File: src/rtl/cache_fill_arbiter.sv
// -----------------------------------------------------------------------------
// cache_fill_arbiter
//
// Shares the single off-chip DRAM port between the I-cache and D-cache memory
// systems. One requester owns the port per transaction. A transaction is either
// a BLOCK_WORDS-beat miss fill or a single-beat D-side write-through. Ties are
// resolved round-robin against the side that was served last.
//
// Ports
//   clk               in   1       system clock, all state on rising edge
//   rst               in   1       asynchronous, active-high reset
//   i_req             in   1       I-cache fill request
//   i_addr            in   ADDR_W  I-cache off-chip address
//   i_data_valid      out  1       DRAM beat strobe steered to the I-cache
//   d_req             in   1       D-cache request (fill or write-through)
//   d_wr              in   1       1 = write-through, 0 = fill (sampled at grant)
//   d_addr            in   ADDR_W  D-cache off-chip address
//   d_wdata           in   DATA_W  D-cache write-through data
//   d_data_valid      out  1       DRAM beat strobe steered to the D-cache
//   mem_enable        out  1       DRAM access enable
//   mem_wr            out  1       DRAM write enable
//   mem_addr          out  ADDR_W  DRAM address
//   mem_wdata         out  DATA_W  DRAM write data
//   memory_data_valid in   1       DRAM beat-valid strobe
//   grant_i           out  1       I-cache currently owns the port
//   grant_d           out  1       D-cache currently owns the port
// -----------------------------------------------------------------------------
module cache_fill_arbiter #(
   parameter int ADDR_W      = 16,
   parameter int DATA_W      = 16,
   parameter int BLOCK_WORDS = 8
) (
   input  logic              clk,
   input  logic              rst,
   input  logic              i_req,
   input  logic [ADDR_W-1:0] i_addr,
   output logic              i_data_valid,
   input  logic              d_req,
   input  logic              d_wr,
   input  logic [ADDR_W-1:0] d_addr,
   input  logic [DATA_W-1:0] d_wdata,
   output logic              d_data_valid,
   output logic              mem_enable,
   output logic              mem_wr,
   output logic [ADDR_W-1:0] mem_addr,
   output logic [DATA_W-1:0] mem_wdata,
   input  logic              memory_data_valid,
   output logic              grant_i,
   output logic              grant_d
);

   // One extra bit so the counter can hold BLOCK_WORDS itself.
   localparam int CNT_W = $clog2(BLOCK_WORDS) + 1;

   localparam logic [CNT_W-1:0]  C_CNT_ZERO   = {CNT_W{1'b0}};
   localparam logic [CNT_W-1:0]  C_FILL_BEATS = CNT_W'(BLOCK_WORDS);
   localparam logic [CNT_W-1:0]  C_WR_BEATS   = CNT_W'(1);
   localparam logic [ADDR_W-1:0] C_ADDR_ZERO  = {ADDR_W{1'b0}};
   localparam logic [DATA_W-1:0] C_DATA_ZERO  = {DATA_W{1'b0}};

   typedef enum logic [1:0] {
      S_IDLE    = 2'd0,
      S_SERVE_I = 2'd1,
      S_SERVE_D = 2'd2,
      S_TURN    = 2'd3
   } state_t;

   state_t           r_state;
   state_t           w_state_nxt;
   logic             r_last_d;
   logic             w_last_d_nxt;
   logic [CNT_W-1:0] r_beat_cnt;
   logic [CNT_W-1:0] w_beat_cnt_nxt;
   logic             r_d_wr;
   logic             w_d_wr_nxt;

   logic             w_serve_i;
   logic             w_serve_d;
   logic             w_beat;
   logic [CNT_W-1:0] w_beat_sum;
   logic [CNT_W-1:0] w_target;
   logic             w_done;
   logic             w_owner_req;

   // State decode, beat accounting and completion detection.
   always_comb begin
      w_serve_i   = (r_state == S_SERVE_I);
      w_serve_d   = (r_state == S_SERVE_D);
      // Strobes outside a serve state are never counted.
      w_beat      = memory_data_valid & (w_serve_i | w_serve_d);
      w_beat_sum  = r_beat_cnt + {{(CNT_W-1){1'b0}}, w_beat};
      // Write-through length uses the d_wr value latched at grant time.
      if (w_serve_d && r_d_wr) begin
         w_target = C_WR_BEATS;
      end else begin
         w_target = C_FILL_BEATS;
      end
      w_done      = w_beat & (w_beat_sum == w_target);
      if (w_serve_i) begin
         w_owner_req = i_req;
      end else begin
         w_owner_req = d_req;
      end
   end

   // Next-state logic: arbitration, completion, abort and turnaround.
   always_comb begin
      w_state_nxt    = r_state;
      w_last_d_nxt   = r_last_d;
      w_beat_cnt_nxt = r_beat_cnt;
      w_d_wr_nxt     = r_d_wr;
      case (r_state)
         S_IDLE: begin
            w_beat_cnt_nxt = C_CNT_ZERO;
            if (i_req && d_req) begin
               // Contention: serve the side that did not go last.
               if (r_last_d) begin
                  w_state_nxt = S_SERVE_I;
                  w_d_wr_nxt  = 1'b0;
               end else begin
                  w_state_nxt = S_SERVE_D;
                  w_d_wr_nxt  = d_wr;
               end
            end else if (i_req) begin
               w_state_nxt = S_SERVE_I;
               w_d_wr_nxt  = 1'b0;
            end else if (d_req) begin
               w_state_nxt = S_SERVE_D;
               w_d_wr_nxt  = d_wr;
            end else begin
               w_state_nxt = S_IDLE;
            end
         end
         S_SERVE_I, S_SERVE_D: begin
            if (w_done) begin
               w_state_nxt    = S_TURN;
               w_last_d_nxt   = w_serve_d;
               w_beat_cnt_nxt = C_CNT_ZERO;
            end else if (!w_owner_req) begin
               // Owner withdrew: beats already strobed stay delivered.
               w_state_nxt    = S_TURN;
               w_beat_cnt_nxt = C_CNT_ZERO;
            end else begin
               w_beat_cnt_nxt = w_beat_sum;
            end
         end
         S_TURN: begin
            w_state_nxt    = S_IDLE;
            w_beat_cnt_nxt = C_CNT_ZERO;
         end
         default: begin
            w_state_nxt    = S_IDLE;
            w_beat_cnt_nxt = C_CNT_ZERO;
         end
      endcase
   end

   // State, round-robin pointer, beat counter and latched write flag.
   always_ff @(posedge clk or posedge rst) begin
      if (rst) begin
         r_state    <= S_IDLE;
         r_last_d   <= 1'b0;
         r_beat_cnt <= C_CNT_ZERO;
         r_d_wr     <= 1'b0;
      end else begin
         r_state    <= w_state_nxt;
         r_last_d   <= w_last_d_nxt;
         r_beat_cnt <= w_beat_cnt_nxt;
         r_d_wr     <= w_d_wr_nxt;
      end
   end

   // Port outputs decoded from the registered state; address, data and beat
   // strobes pass straight through so per-word updates reach DRAM that cycle.
   always_comb begin
      grant_i      = w_serve_i;
      grant_d      = w_serve_d;
      mem_enable   = w_serve_i | w_serve_d;
      mem_wr       = w_serve_d & r_d_wr;
      i_data_valid = memory_data_valid & w_serve_i;
      d_data_valid = memory_data_valid & w_serve_d;
      if (w_serve_i) begin
         mem_addr = i_addr;
      end else if (w_serve_d) begin
         mem_addr = d_addr;
      end else begin
         mem_addr = C_ADDR_ZERO;
      end
      if (w_serve_d) begin
         mem_wdata = d_wdata;
      end else begin
         mem_wdata = C_DATA_ZERO;
      end
   end

endmodule
File: config.mk
export PLATFORM = sky130hd
export DESIGN_NAME = cache_fill_arbiter
export DESIGN_NICKNAME = d
export VERILOG_FILES = /design/src/rtl/cache_fill_arbiter.sv
export SDC_FILE = /design/constraint.sdc
export NUM_CORES = 1
export LEC_CHECK = 0
export CAP_MARGIN = 30
export CORE_MARGIN = 3
export CORE_UTILIZATION = 60
export CTS_BUF_LIST = sky130_fd_sc_hd__clkbuf_16
export CTS_CLUSTER_DIAMETER = 80
export DETAILED_ROUTE_END_ITERATION = 12
export DONT_BUFFER_PORTS = 1
export PLACE_DENSITY_LB_ADDON = 0.15
export RECOVER_POWER = 25
export SYNTH_ARGS = -nofsm -noshare
export SYNTH_HDL_FRONTEND = slang
export SYNTH_SLANG_ARGS = --single-unit
File: constraint.sdc
create_clock -name clk -period 6.4 [get_ports clk]
set_clock_uncertainty 0.15 [all_clocks]
set_input_delay 0.32 -clock clk [delete_from_list [all_inputs] [get_ports clk]]
set_output_delay 0.32 -clock clk [all_outputs]
set_load 0.005 [all_outputs]
### Word level (Yosys, flattened, before mapping)

Cells that the tools add are included.

* eq/ne operators: 5
* multiplexer cells: 19
* bitwise operators: 6
* reduce and logical (&&, ||, !) cells: 8
* add/subtract/negate cells: 1

Operators with widths (count)
* 16-bit two-way mux: 3
* 2-bit two-way mux: 6
* 4-bit two-way mux: 3
* 4-bit case mux with 2 select lines: 1
* 2-bit case mux with 3 select lines: 1
* 1-bit AND: 5
* 1-bit two-way mux: 5
* 4-bit by 1-bit adder with 4-bit output: 1
* 2-bit == test, second input constant: 2
* 4-bit == test: 1
* 2-bit AND reduction: 2
* 2-bit OR reduction: 2
* 3-bit inequality test, second input constant: 1
* 3-bit nonzero test: 1
* 2-bit by 1-bit == test with 1-bit output, second input constant: 1
* 1-bit logical AND: 2
* 2-bit zero test: 1
* 1-bit bitwise OR: 1

* bits of input ports: 54
* register bits: 8

### Depth between registers and ports, before layout

* depth in word-level cells: 8
* mapped depth: 11
* mapped depth without buffers: 11

### Worst setup path before layout

OpenSTA, ideal clock, no wires.

* kind: reg-to-reg
* from: reg r_state[0]
* to: reg r_state[0]
* stages on the path, launching flop included: 11
* data arrival time: 2.277 ns
* setup slack: 3.846 ns
* setup time: 0.128 ns
* buffers on the path: 0
* period minus slack after synthesis: 2.554 ns
* data required time: 6.122 ns
* cell sequence: dfrtp_1 inv_1 ha_1 nand2_1 inv_1 ha_1 ha_1 xor2_1 or3_4 o21ai_2 mux2_1

* cells in the longest elaborated chain, start to end: 8

Ends and longest elaborated chain
* start: declaration: line 68 `state_t r_state;`
* start signal: assignment: line 166 `r_state <= w_state_nxt;`
* 2-bit by 1-bit == test with 1-bit output or 2-bit == test (tied branches): line 87, 88
* 1-bit bitwise OR (*)
* named net mem_enable: line 43 `output logic mem_enable,`
* 1-bit AND (*): line 90 `w_beat = memory_data_valid & (w_serve_i | w_serve_d);`
* 4-bit by 1-bit adder with 4-bit output: line 91 `w_beat_sum = r_beat_cnt + {{(CNT_W-1){1'b0}}, w_beat};`
* 4-bit == test: line 98 `w_done = w_beat & (w_beat_sum == w_target);`
* 1-bit AND (*): line 98
* 2-bit two-way mux: line 135 `if (w_done) begin`
* 2-bit case mux with 3 select lines: line 112 `case (r_state)`

Mark *: on every way through the listed nets, which the timed path passes. The rest lies on a longest branch.
A chain may end at the register's enable or synchronous reset.

### Worst setup path in the final report

* from: reg r_state[0]
* to: out mem_addr[12]

* cells in the longest elaborated chain, start to end: 3

Ends and longest elaborated chain
* 2-bit == test: line 88 `w_serve_d = (r_state == S_SERVE_D);`
* named net grant_d: line 49 `output logic grant_d`
* 16-bit two-way mux: line 184 `end else if (w_serve_d) begin`
* 16-bit two-way mux: line 182 `if (w_serve_i) begin`
* end: declaration: line 45 `output logic [ADDR_W-1:0] mem_addr,`

The timed path passes the listed nets, and every way through them passes these cells.

==> results.tsv <==
metric	value	unit
nets@finish	155	
Avg Inst Size Synth	8.59	um2
slowest stage delay, CP	0.86	ns
type of origin of the critical path	register	
Worst IR Drop VDD	320	uV
count leader, synth	and2_1	
Final ANT Viol Nets	0	
grt peak-use layer	met2	
Max Slew Vio Count	0	
mapped cell area	816	um2
Antenna diodes	0	
FF-to-FF setup slack	3.64	ns
Post-Syn Instances	95	
Wirelength per Cell	20.9	um
GR Util met2	0.404	
LEAKAGE	0.431	nW
All-Layer GR Usage	0.236	
outcome	finished, final reports clean	
flip-flop and latch count after synthesis	8	
Die H	42.9	um
worst r2r path cells	10	
HP Class	in2reg	
Final HPWL DP	1840	um
area delta synth->final	9.20	%
RSZ-0062 raised after global routing	false	
initial core utilization	0.688	
Post-synth top cells	22 x and2_1, 16 x a22o_1, 8 x dfrtp_1	
ratio of cells with drive above 1 in the final layout	0.0645	
initial DRC count	7	
initial antenna violation count	0	
post-layout instance count excluding filler cells	107	
CP required	5.93	ns
residual DRC count	0	
Cells on Worst Hold Path	1	
1st-pass router iterations	4	
clock latency on the worst-skew pair	0.23	ns
Worst Slack Setup Final	3.56	ns
slew margin rel.	0.336	
worst path arrival time	2.37	ns
die area	1840	um2
post-synth top area share	0.245	
post-layout minimum cycle time	2.84	ns
CTS Sinks	8	
number of synthesized flops with an enable pin	0	
setup TNS	0	ns
CTS clk-pin slew, worst paths	0.04	ns
vias in the first global route	694	
crit share post-route	0.444	
Yosys warnings	0	
PnR Total Power	0.000428	W
die width	42.9	um
FP Rows	12	
syn nets	155	
overflow left after global routing	0	
kind of critical path	reg2out	
Post-Route WL	2240	um
first-pass GRT wire length	3310	um
Final Hold Viols	0	
post-place setup slack	3.65	ns
register area share after synthesis	0.245	
total CTS buffers	3	
final RePlAce weighted congestion	0.770	
CTS tree	done	
Async SR Flop Fraction	1.00	
core box area	1190	um2
Top FF cell, synth	dfrtp_1	
hold slack	0.116	ns
CP Cell Sequence	inv_1 -> ha_1 -> nor2b_1 -> a22o_1	
met3 usage	0.0678	
biggest area consumer among synthesized cells	dfrtp_1	
pin count of the biggest net entering global routing	23	
total vias in the final route	720	
critical path endpoint category	primary output	
Worst Tran Pin Value	0.995	ns
Yosys cell types	26	
Clock Tree Buf Depth	2	
synth top area cells	dfrtp_1 25%, a22o_1 17%, and2_1 17%, ha_1 9.2%, o21ai_0 3.1%	
vias per cell	6.73	
Final Setup Violations	0	
post_cts resized	0	
setup bufs post-CTS	0	
CTS H-tree lvls	1	
dpl cells	103	
Top-Level Pins	92	
Max-cap violations	0	
Achievable Freq	352	MHz
port buffer count	0	
Global Route met1 Usage	0.288	
slowest CP cell	nor2b_1	
PwrDens	481	nW/um2
critical path peak fanout	22	
CTS root buf	clkbuf_16	
-- worst max-delay path: cells and delay by family (launching register included) --
kind | cells | cell delay [ns]
simple gates | 1 | 0.86
fa+ha+maj | 1 | 0.50
flops | 1 | 0.39
compound gates | 1 | 0.28
buf+inv | 1 | 0.11
-- registers in the layout, summed over array words and instances (netlist names) --
register,cells
r_beat_cnt,4
r_last_d,1
r_state,2
r_d_wr,1
-- cells in the final DEF, fill, tap and decap left out, drive strengths merged, types with 3 or more instances in the layout --
| cell | instances |
|---|---|
| and2 | 22 |
| a22o | 16 |
| dfrtp | 8 |
| ha | 6 |
| o21ai | 6 |
| nand2 | 5 |
| inv | 4 |
| nor2b | 3 |
| clkbuf | 3 |
-- stage by stage --
stage / utilization / instance area (um2)
6_report: 0.751 / 891
3_3_place_gp: 0.679 / 806
4_1_cts: 0.751 / 891
2_1_floorplan: - / 816
3_5_place_dp: 0.679 / 806
5_1_grt: 0.751 / 891
-- worst paths after layout --
kind | start | to
max in group asynchronous | rst | r_state[0]$_DFFE_PP0P_
min reg2reg | r_state[1]$_DFFE_PP0P_ | r_state[1]$_DFFE_PP0P_
min | d_wr | r_d_wr$_DFFE_PP0P_
max reg2reg | r_state[0]$_DFFE_PP0P_ | r_state[0]$_DFFE_PP0P_
max | r_state[0]$_DFFE_PP0P_ | mem_addr[12]
min in group asynchronous | rst | r_beat_cnt[3]$_DFF_PP0_
-- layout make-up --
cell class,count,area [um2]
clock buffers,3,75.1
fillers,94,295
inverters,4,15.0
multi-input cells,77,573
flip-flops and latches,8,200
well taps,14,17.5
repair buffers,1,10.0
-- cell families after synthesis --
group                      count (synthesis)  share of synthesized area
buffers and inverters                     10                     0.0521
AOI/OAI and AO/OA                         25                      0.241
and+or+nand+nor                           40                      0.287
DFF                                        8                      0.245
xor gates and xnor gates                   2                     0.0307
muxes                                      4                     0.0521
adders and majority gates                  6                     0.0920
-- where the power goes --
part           leakage, nW   total, W  switching, W  internal, W
clock network       0.0370   0.000104     0.0000233    0.0000804
logic                0.292   0.000251      0.000147     0.000104
registers            0.102  0.0000736    0.00000948    0.0000641
-- layer usage --
metal  share of wire  vias up  wire [um]
met4          0.0045        0         10
met3            0.11        2        251
met1            0.37      331        836
met5               0        -          0
li1                -      332          -
met2            0.51       55       1140
-- timing repair --
item                                    in CTS  in global routing
endpoints found under the setup margin       0                  0
endpoints found under the hold margin        8                  0
hold buffers                                 1                  0
Power figures use the tool's default switching activity.
